`config.mk`:
```
export PLATFORM = sky130hd
export DESIGN_NAME = neuron_mac_sequencer
export DESIGN_NICKNAME = d
export VERILOG_FILES = /design/src/rtl/neuron_mac_sequencer.sv
export SDC_FILE = /design/constraint.sdc
export NUM_CORES = 1
export LEC_CHECK = 0
export CAP_MARGIN = 20
export CORE_MARGIN = 10
export CORE_UTILIZATION = 60
export DETAILED_ROUTE_END_ITERATION = 8
export HOLD_SLACK_MARGIN = 0.1
export PLACE_DENSITY_LB_ADDON = 0.05
export REMOVE_ABC_BUFFERS = 1
export SYNTH_ARGS = -nofsm -noshare
export SYNTH_HDL_FRONTEND = slang
export SYNTH_SLANG_ARGS = --single-unit
```
`constraint.sdc`:
```
create_clock -name clk -period 17.8 [get_ports clk]
set_clock_uncertainty 0.1 [all_clocks]
set_input_delay 1.78 -clock clk [delete_from_list [all_inputs] [get_ports clk]]
set_output_delay 1.78 -clock clk [all_outputs]
set_load 0.005 [all_outputs]
```
`src/rtl/neuron_mac_sequencer.sv`:
```
// Single-neuron MAC sequencer: strobes the weight/bias memory, accumulates
// bias plus NUM_IN weight*activation products, then shifts, ReLUs and saturates to Q9.6.
module neuron_mac_sequencer #(
    parameter int NUM_IN = 4,
    parameter int W      = 16,
    parameter int FRAC   = 6,
    parameter int ACC_W  = 40
) (
    input  logic                clk,
    input  logic                rst_n,
    input  logic                start,
    input  logic [NUM_IN*W-1:0] x_in,
    input  logic [5:0]          neuron_sel,
    input  logic [5:0]          group_sel,
    input  logic                relu_en,
    output logic                weight_en,
    output logic                bias_en,
    output logic [5:0]          n,
    output logic [5:0]          i,
    input  logic [W-1:0]        wt_data,
    input  logic [W-1:0]        bias_data,
    output logic                busy,
    output logic                done,
    output logic [W-1:0]        y
);

    localparam int IDX_W = (NUM_IN > 2) ? 2 : 1;

    typedef enum logic [2:0] {
        IDLE,
        BIAS,
        WGT,
        DRAIN,
        OUT
    } state_e;

    state_e                    state_q, state_d;
    logic [IDX_W-1:0]          wgtCnt_q, wgtCnt_d;
    logic [IDX_W-1:0]          wgtIdx_q;
    logic                      wgtVld_q;
    logic                      biasVld_q;
    logic signed [W-1:0]       xReg_q [NUM_IN];
    logic [5:0]                nSel_q;
    logic [5:0]                gSel_q;
    logic                      relu_q;
    logic signed [ACC_W-1:0]   acc_q;
    logic [W-1:0]              y_q;
    logic                      done_q;

    logic signed [2*W-1:0]     prod;
    logic [ACC_W-1:0]          prodExt;
    logic [ACC_W-1:0]          biasExt;
    logic signed [ACC_W-1:0]   shifted;
    logic                      inRange;
    logic [W-1:0]              result;

    always_ff @(posedge clk or negedge rst_n) begin
        if (!rst_n) begin
            state_q  <= IDLE;
            wgtCnt_q <= '0;
        end else begin
            state_q  <= state_d;
            wgtCnt_q <= wgtCnt_d;
        end
    end

    always_comb begin
        state_d   = state_q;
        wgtCnt_d  = wgtCnt_q;
        weight_en = 1'b0;
        bias_en   = 1'b0;
        busy      = 1'b1;
        case (state_q)
            IDLE: begin
                busy = 1'b0;
                if (start) state_d = BIAS;
            end
            BIAS: begin
                bias_en  = 1'b1;
                wgtCnt_d = '0;
                state_d  = WGT;
            end
            WGT: begin
                weight_en = 1'b1;
                if (wgtCnt_q == IDX_W'(NUM_IN - 1)) begin
                    state_d = DRAIN;
                end else begin
                    wgtCnt_d = wgtCnt_q + 1'b1;
                end
            end
            DRAIN:   state_d = OUT;
            OUT:     state_d = IDLE;
            default: state_d = IDLE;
        endcase
    end

    // Memory data arrives one cycle after its strobe, so the delayed flags/index pair it up.
    assign prod    = xReg_q[wgtIdx_q] * $signed(wt_data);
    assign prodExt = {{(ACC_W-2*W){prod[2*W-1]}}, prod};
    assign biasExt = {{(ACC_W-W-FRAC){bias_data[W-1]}}, bias_data, {FRAC{1'b0}}};

    assign shifted = acc_q >>> FRAC;
    assign inRange = (&shifted[ACC_W-1:W-1]) | ~(|shifted[ACC_W-1:W-1]);

    always_comb begin
        result = shifted[W-1:0];
        if (relu_q && shifted[ACC_W-1]) begin
            result = '0;
        end else if (!inRange) begin
            result = shifted[ACC_W-1] ? {1'b1, {(W-1){1'b0}}} : {1'b0, {(W-1){1'b1}}};
        end
    end

    always_ff @(posedge clk or negedge rst_n) begin
        if (!rst_n) begin
            for (int k = 0; k < NUM_IN; k++) xReg_q[k] <= '0;
            nSel_q    <= '0;
            gSel_q    <= '0;
            relu_q    <= 1'b0;
            biasVld_q <= 1'b0;
            wgtVld_q  <= 1'b0;
            wgtIdx_q  <= '0;
            acc_q     <= '0;
            y_q       <= '0;
            done_q    <= 1'b0;
        end else begin
            done_q    <= 1'b0;
            biasVld_q <= (state_q == BIAS);
            wgtVld_q  <= (state_q == WGT);
            wgtIdx_q  <= wgtCnt_q;
            if (state_q == IDLE && start) begin
                for (int k = 0; k < NUM_IN; k++) xReg_q[k] <= x_in[k*W +: W];
                nSel_q <= neuron_sel;
                gSel_q <= group_sel;
                relu_q <= relu_en;
            end
            if (biasVld_q) begin
                acc_q <= biasExt;
            end else if (wgtVld_q) begin
                acc_q <= acc_q + prodExt;
            end
            if (state_q == OUT) begin
                y_q    <= result;
                done_q <= 1'b1;
            end
        end
    end

    assign n    = nSel_q;
    assign i    = gSel_q;
    assign y    = y_q;
    assign done = done_q;

endmodule

```
==> flow_summary.json, run 1 <==
{
  "numPortBuffers": 143,
  "grt_max_degree": 78,
  "drc": 0,
  "syn_area_um2": 17900,
  "report.final.slew_viol_count": 0,
  "required_ns": 18.07,
  "grt_use_met1_pct": 29.2,
  "yosys.area.top_type_share_pct": 29.4,
  "grt_pass1_vias": 14000,
  "drtIter0Drc": 755,
  "maxCapViolCount": 0,
  "cpPeakStageDelay_ns": 0.94,
  "global_route.usage.met2_pct": 40.9,
  "synthAdderAreaFrac_pct": 38.1,
  "grt.busiest_layer": "met2",
  "start_kind": "input pin",
  "cts_tree": "yes",
  "hp-class": "reg -> reg",
  "clk_latency_ns": 0.45,
  "ant_nets": 0,
  "via_per_inst": 5.66,
  "worst_slew_pin_slew_ns": 0.984,
  "design.die.area_um2": 37100,
  "synthTopCellsByArea": "fa_1 29%, dfrtp_1 20%, ha_1 8.7%",
  "post-route-period-util_pct": 61.0,
  "cts_setup_buffers": 0,
  "fp-row-count": 63,
  "drive_gt1_share_pct": 8.18,
  "synth.avg_cell_area_um2": 9.82,
  "gr-usage-met3_pct": 3.94,
  "synth_compound_area_share_pct": 10.2,
  "final_hold_viol_count": 0,
  "totalWireLength_mm": 41.5,
  "vias": 13100,
  "die-height_um": 193,
  "endpoint_kind": "flip-flop",
  "cts_htree_levels": 4,
  "antenna_found_initial": 0,
  "critPathMaxFanout": 16,
  "clockBufferDepth": 2,
  "first_pass_iters": 5,
  "outcome": "finished clean",
  "postSynthCellCount": 1821,
  "synth-main-ff-cell": "dfrtp_1",
  "cts-resized-gates": 0,
  "critPathMostFrequentCell": "fa_1",
  "ctsRootBufferMaster": "clkbuf_16",
  "setup_viol": 0,
  "numCtsBuffers": 17,
  "fillerInstances": 2358,
  "synth.ff_latch_count": 143,
  "io_pins": 144,
  "coreArea_um2": 29600,
  "worstPathArrival_ns": 11.12,
  "start_util_pct": 60.5,
  "path_clk_slew_ns": 0.06,
  "grt.overflow.total": 0,
  "rsz0062_at_grt": "false",
  "hpwl_mm": 33.2,
  "clkSinkCount": 143,
  "muxShareOfSynthArea_pct": 7.65,
  "maxSlewHeadroom_pct": 34.4,
  "ys_types": 73,
  "areaGrowthSynthToFinish_pct": 12.9,
  "synth-async-reset-ratio_pct": 100,
  "synth-edff-count": 0,
  "die_w_um": 193,
  "place.gp.congestion": 0.903,
  "yosysSeqAreaShare_pct": 20.0,
  "grt_usage_pct": 23.4,
  "yosysTopAreaCell": "fa_1",
  "synth_top_family_by_area": "adder cells",
  "fin_nets": 2419,
  "synth-xor-area-share_pct": 3.32,
  "ys_warn_count": 0,
  "critPathKind": "in -> reg",
  "grt_pass1_wl_mm": 69.4,
  "postCtsHoldBufs": 0,
  "synth-simple-area-share_pct": 12.7,
  "period_minus_slack_ns": 10.85,
  "cp_slowest_cell": "fa_1",
  "final.setup.tns_ns": 0,
  "post_drt_wl_per_cell_um": 17.9,
  "max_freq_mhz": 92.1
}
[through the flow]
stage / utilization, % / hold slack (ns) / worst slack [ns] / std cells / instance area [µm²]
3_3_place_gp: 66.2 / 0.298 / 6.86 / 2289 / 19600
6_report: 68.3 / 0.314 / 6.95 / 2323 / 20200
3_5_place_dp: 66.2 / 0.303 / 6.60 / 2290 / 19600
4_1_cts: 68.3 / 0.318 / 7.07 / 2321 / 20200
2_1_floorplan: - / 0.277 / 8.37 / 1751 / 17600
5_1_grt: 68.3 / 0.325 / 6.35 / 2322 / 20200
[layout by cell type (no fill, tap or decap), drive strengths merged, types with 10 or more instances in the layout]
cell           count
inv              310
fa               263
nand2            186
dfrtp            143
clkdlybuf4s50    142
and2             128
ha               124
o21ai             91
a21oi             85
mux2              77
nor2              64
xnor2             52
a21o              25
clkbuf            21
mux4              16
xor2              15
nand3             15
o21a              14
mux2i             14
nand4             11
nand2b            10
nor2b             10
[critical path, delay by kind of cell]
family,cells,cell delay (ns)
fa+ha+maj,8,4.23
compound gates,10,2.17
simple gates,6,1.38
buf+inv,5,1.29
xor+xnor,2,0.27
[flip-flops by register name, summed over array words and instances (netlist names), 2 cells and up]
register and count:
acc_q 40, i 6, n 6, state_q 3, wgtCnt_q 2, wgtIdx_q 2
xReg_q 64, y 16
[worst paths after layout]
path,endpoint,cells past startpoint,slack (ns),from
worst min register to register,wgtIdx_q[1],0,0.31,wgtCnt_q[1]
worst max register to register,acc_q[39],33,7.65,wgtIdx_q[1]
worst max-delay path,acc_q[39],31,6.95,wt_data[1]
min in group asynchronous,acc_q[2],1,1.24,rst_n
worst min-delay path,wgtIdx_q[1],0,0.31,wgtCnt_q[1]
max in group asynchronous,xReg_q[37],2,14.95,rst_n
[layout make-up]
class	instances	area, µm²	share of cell area, %
multi-input combinational	1301	12900	63.8
clock inverter	10	125	0.619
clock buffer	21	480	2.38
tap	390	488	2.42
timing repair buffer	150	1480	7.34
inverter	307	1150	5.71
sequential	143	3580	17.7
antenna	1	2.50	0.0124
[logic make-up after synthesis]
kind of cell | after synthesis
xor+xnor | 67
mux | 107
fa+ha+maj | 387
flops | 143
compound gates | 279
buf+inv | 377
simple gates | 461
[metal layers]
layer	wire length (µm)	vias to the layer above
met2	21800	290
li1	-	6050
met4	796	0
met5	0	-
met1	16900	6752
met3	1970	56
[synthesized netlist by cell type, drive strengths merged (9+ instances only)]
cell type	number
nand2	186
a21oi	85
mux4	16
nand3	15
and2	128
clkbuf	62
dfrtp	143
nor2b	10
a21o	25
xor2	15
o21a	14
o21ai	91
nand2b	10
ha	124
mux2	77
nand4	11
mux2i	14
fa	263
inv	307
nor2	64
nor3	9
xnor2	52
Power of run 1 is not shown: default switching activity piles up to over one toggle a cycle in this logic, so the estimate is an artifact.
==> inputs of run 2 (changes only) <==
--- a/config.mk
+++ b/config.mk
@@ -7,7 +7,7 @@
 export LEC_CHECK = 0
 export CAP_MARGIN = 20
 export CORE_MARGIN = 10
-export CORE_UTILIZATION = 60
+export CORE_UTILIZATION = 55
 export DETAILED_ROUTE_END_ITERATION = 8
 export HOLD_SLACK_MARGIN = 0.1
 export PLACE_DENSITY_LB_ADDON = 0.05
==> constraint.sdc (replaced) <==
create_clock -name clk -period 9 [get_ports clk]
set_clock_uncertainty 0.1 [all_clocks]
set_input_delay 0.9 -clock clk [delete_from_list [all_inputs] [get_ports clk]]
set_output_delay 0.9 -clock clk [all_outputs]
set_load 0.005 [all_outputs]
==> flow_summary.json, run 2 (synthesis results as in run 1) <==
{
  "outcome": "finished, violations left",
  "violations": "setup timing",
  "cpPeakStageDelay_ns": 0.61,
  "vias": 13700,
  "fp-row-count": 65,
  "max_freq_mhz": 111,
  "final_cell_mix": "304 x inv_1, 260 x fa_1, 187 x buf_4, 184 x nand2_1",
  "worst_slew_pin_slew_ns": 1.00,
  "clkSinkCount": 143,
  "period_minus_slack_ns": 9.04,
  "required_ns": 9.27,
  "maxSlewHeadroom_pct": 33.1,
  "cts_htree_levels": 4,
  "critPathMaxFanout": 7,
  "critPathKind": "reg -> reg",
  "grt.overflow.total": 0,
  "numCtsBuffers": 17,
  "final_common_cell": "inv_1",
  "maxCapViolCount": 0,
  "rsz0062_at_grt": "true",
  "worstPathArrival_ns": 9.31,
  "path_clk_slew_ns": 0.07,
  "die_w_um": 200,
  "finalWorstSetupSlack_ns": -0.0369,
  "hp-class": "reg -> reg",
  "critPathMostFrequentCell": "fa_1",
  "grt_pass1_wl_mm": 74.4,
  "top_register": "xReg_q",
  "design.die.area_um2": 40100,
  "endpoint_kind": "flip-flop",
  "areaGrowthSynthToFinish_pct": 23.4,
  "place.gp.congestion": 0.906,
  "ctsRootBufferMaster": "clkbuf_16",
  "largest_reg_flops": 64,
  "ant_nets": 0,
  "setup_viol": 1,
  "pre_cts_slack_ns": -0.632,
  "die-height_um": 200,
  "drc": 0,
  "r2r-start": "wgtIdx_q[0]",
  "first_pass_iters": 5,
  "antenna_cells": 0,
  "min_from": "wgtCnt_q[1]",
  "start_kind": "flip-flop",
  "coreArea_um2": 31800,
  "final.setup.tns_ns": -0.0369,
  "grt_max_degree": 78,
  "numPortBuffers": 143,
  "start_util_pct": 56.2,
  "grt_usage_pct": 22.7,
  "hpwl_mm": 36.5,
  "post_drt_wl_per_cell_um": 17.2,
  "r2r_cells": 36,
  "post-route-period-util_pct": 100,
  "startpoint": "wgtIdx_q[0]",
  "totalWireLength_mm": 44.1,
  "cp_slowest_cell": "mux4_2",
  "drtIter0Drc": 748,
  "via_per_inst": 5.34,
  "drive_gt1_share_pct": 18.4,
  "cts_tree": "yes",
  "hold_depth": 0,
  "report.final.slew_viol_count": 0,
  "clk_latency_ns": 0.45,
  "clockBufferDepth": 2,
  "final_hold_viol_count": 0,
  "grt_pass1_vias": 15100,
  "fin_nets": 2615,
  "antenna_found_initial": 0,
  "io_pins": 144
}
-- run 2: cell count changes in the layout (fill, tap and decap cells not counted), moves of 4 or more --
| cell | previous run | this run |
|---|---|---|
| clkbuf_8 | 4 | 0 |
| o21ai_1 | 3 | 9 |
| inv_8 | 0 | 4 |
| buf_6 | 1 | 10 |
| buf_12 | 0 | 7 |
| and2_1 | 128 | 123 |
| o21ai_0 | 87 | 80 |
| buf_4 | 6 | 187 |
| and2_4 | 0 | 5 |
-- run 2: critical path, delay by kind of cell (launching register included) --
| family | cells | cell delay [ns] |
|---|---|---|
| adder cells (fa/ha/maj) | 8 | 3.58 |
| AO/OA/AOI/OAI | 14 | 2.93 |
| multiplexers | 1 | 0.61 |
| AND/OR/NAND/NOR | 5 | 0.57 |
| buffers and inverters | 6 | 0.51 |
| flip-flops | 1 | 0.39 |
| XOR/XNOR | 2 | 0.26 |
-- run 2: routing by layer --
layer | track usage (%) | wire [µm]
met4 | 6.98 | 977
met3 | 3.88 | 2010
met2 | 38.4 | 22100
met5 | 0 | 0
met1 | 29.1 | 19000
-- run 2: stage by stage --
| stage | utilization (%) | hold WS, ns | instance area (µm²) | instances |
|---|---|---|---|---|
| 2_1_floorplan | - | 0.277 | 17600 | 1751 |
| 3_3_place_gp | 66.1 | 0.292 | 21000 | 2507 |
| 3_5_place_dp | 66.1 | 0.302 | 21000 | 2507 |
| 4_1_cts | 68.8 | 0.316 | 21900 | 2554 |
| 5_1_grt | 69.4 | 0.324 | 22100 | 2564 |
| 6_report | 69.4 | 0.316 | 22100 | 2564 |
-- run 2: path summary, 6_finish.rpt --
| check | to | slack [ns] |
|---|---|---|
| worst min-delay path | wgtIdx_q[1] | 0.32 |
| worst max-delay path | acc_q[39] | -0.04 |
| min in group asynchronous | y[7] | 0.34 |
| worst min register to register | wgtIdx_q[1] | 0.32 |
| worst max register to register | acc_q[39] | -0.04 |
| max in group asynchronous | xReg_q[22] | 6.99 |
-- run 2: repair_timing --
item | in CTS | in global routing
hold buffers | 0 | 0
setup buffers | 14 | 10
pin swaps | 21 | 23
setup endpoints to repair | 9 | 12
gates resized for setup | 29 | 33
gates cloned | 1 | 0
-- run 2: layout make-up --
cell class | instances | area, µm²
well taps | 435 | 544
clock buffers | 17 | 425
clock inverters | 15 | 199
inverters | 307 | 1150
flip-flops and latches | 143 | 3580
multi-input cells | 1301 | 13100
repair buffers | 346 | 3080
fillers | 2488 | 9720
Power of run 2 is left out for the same reason.
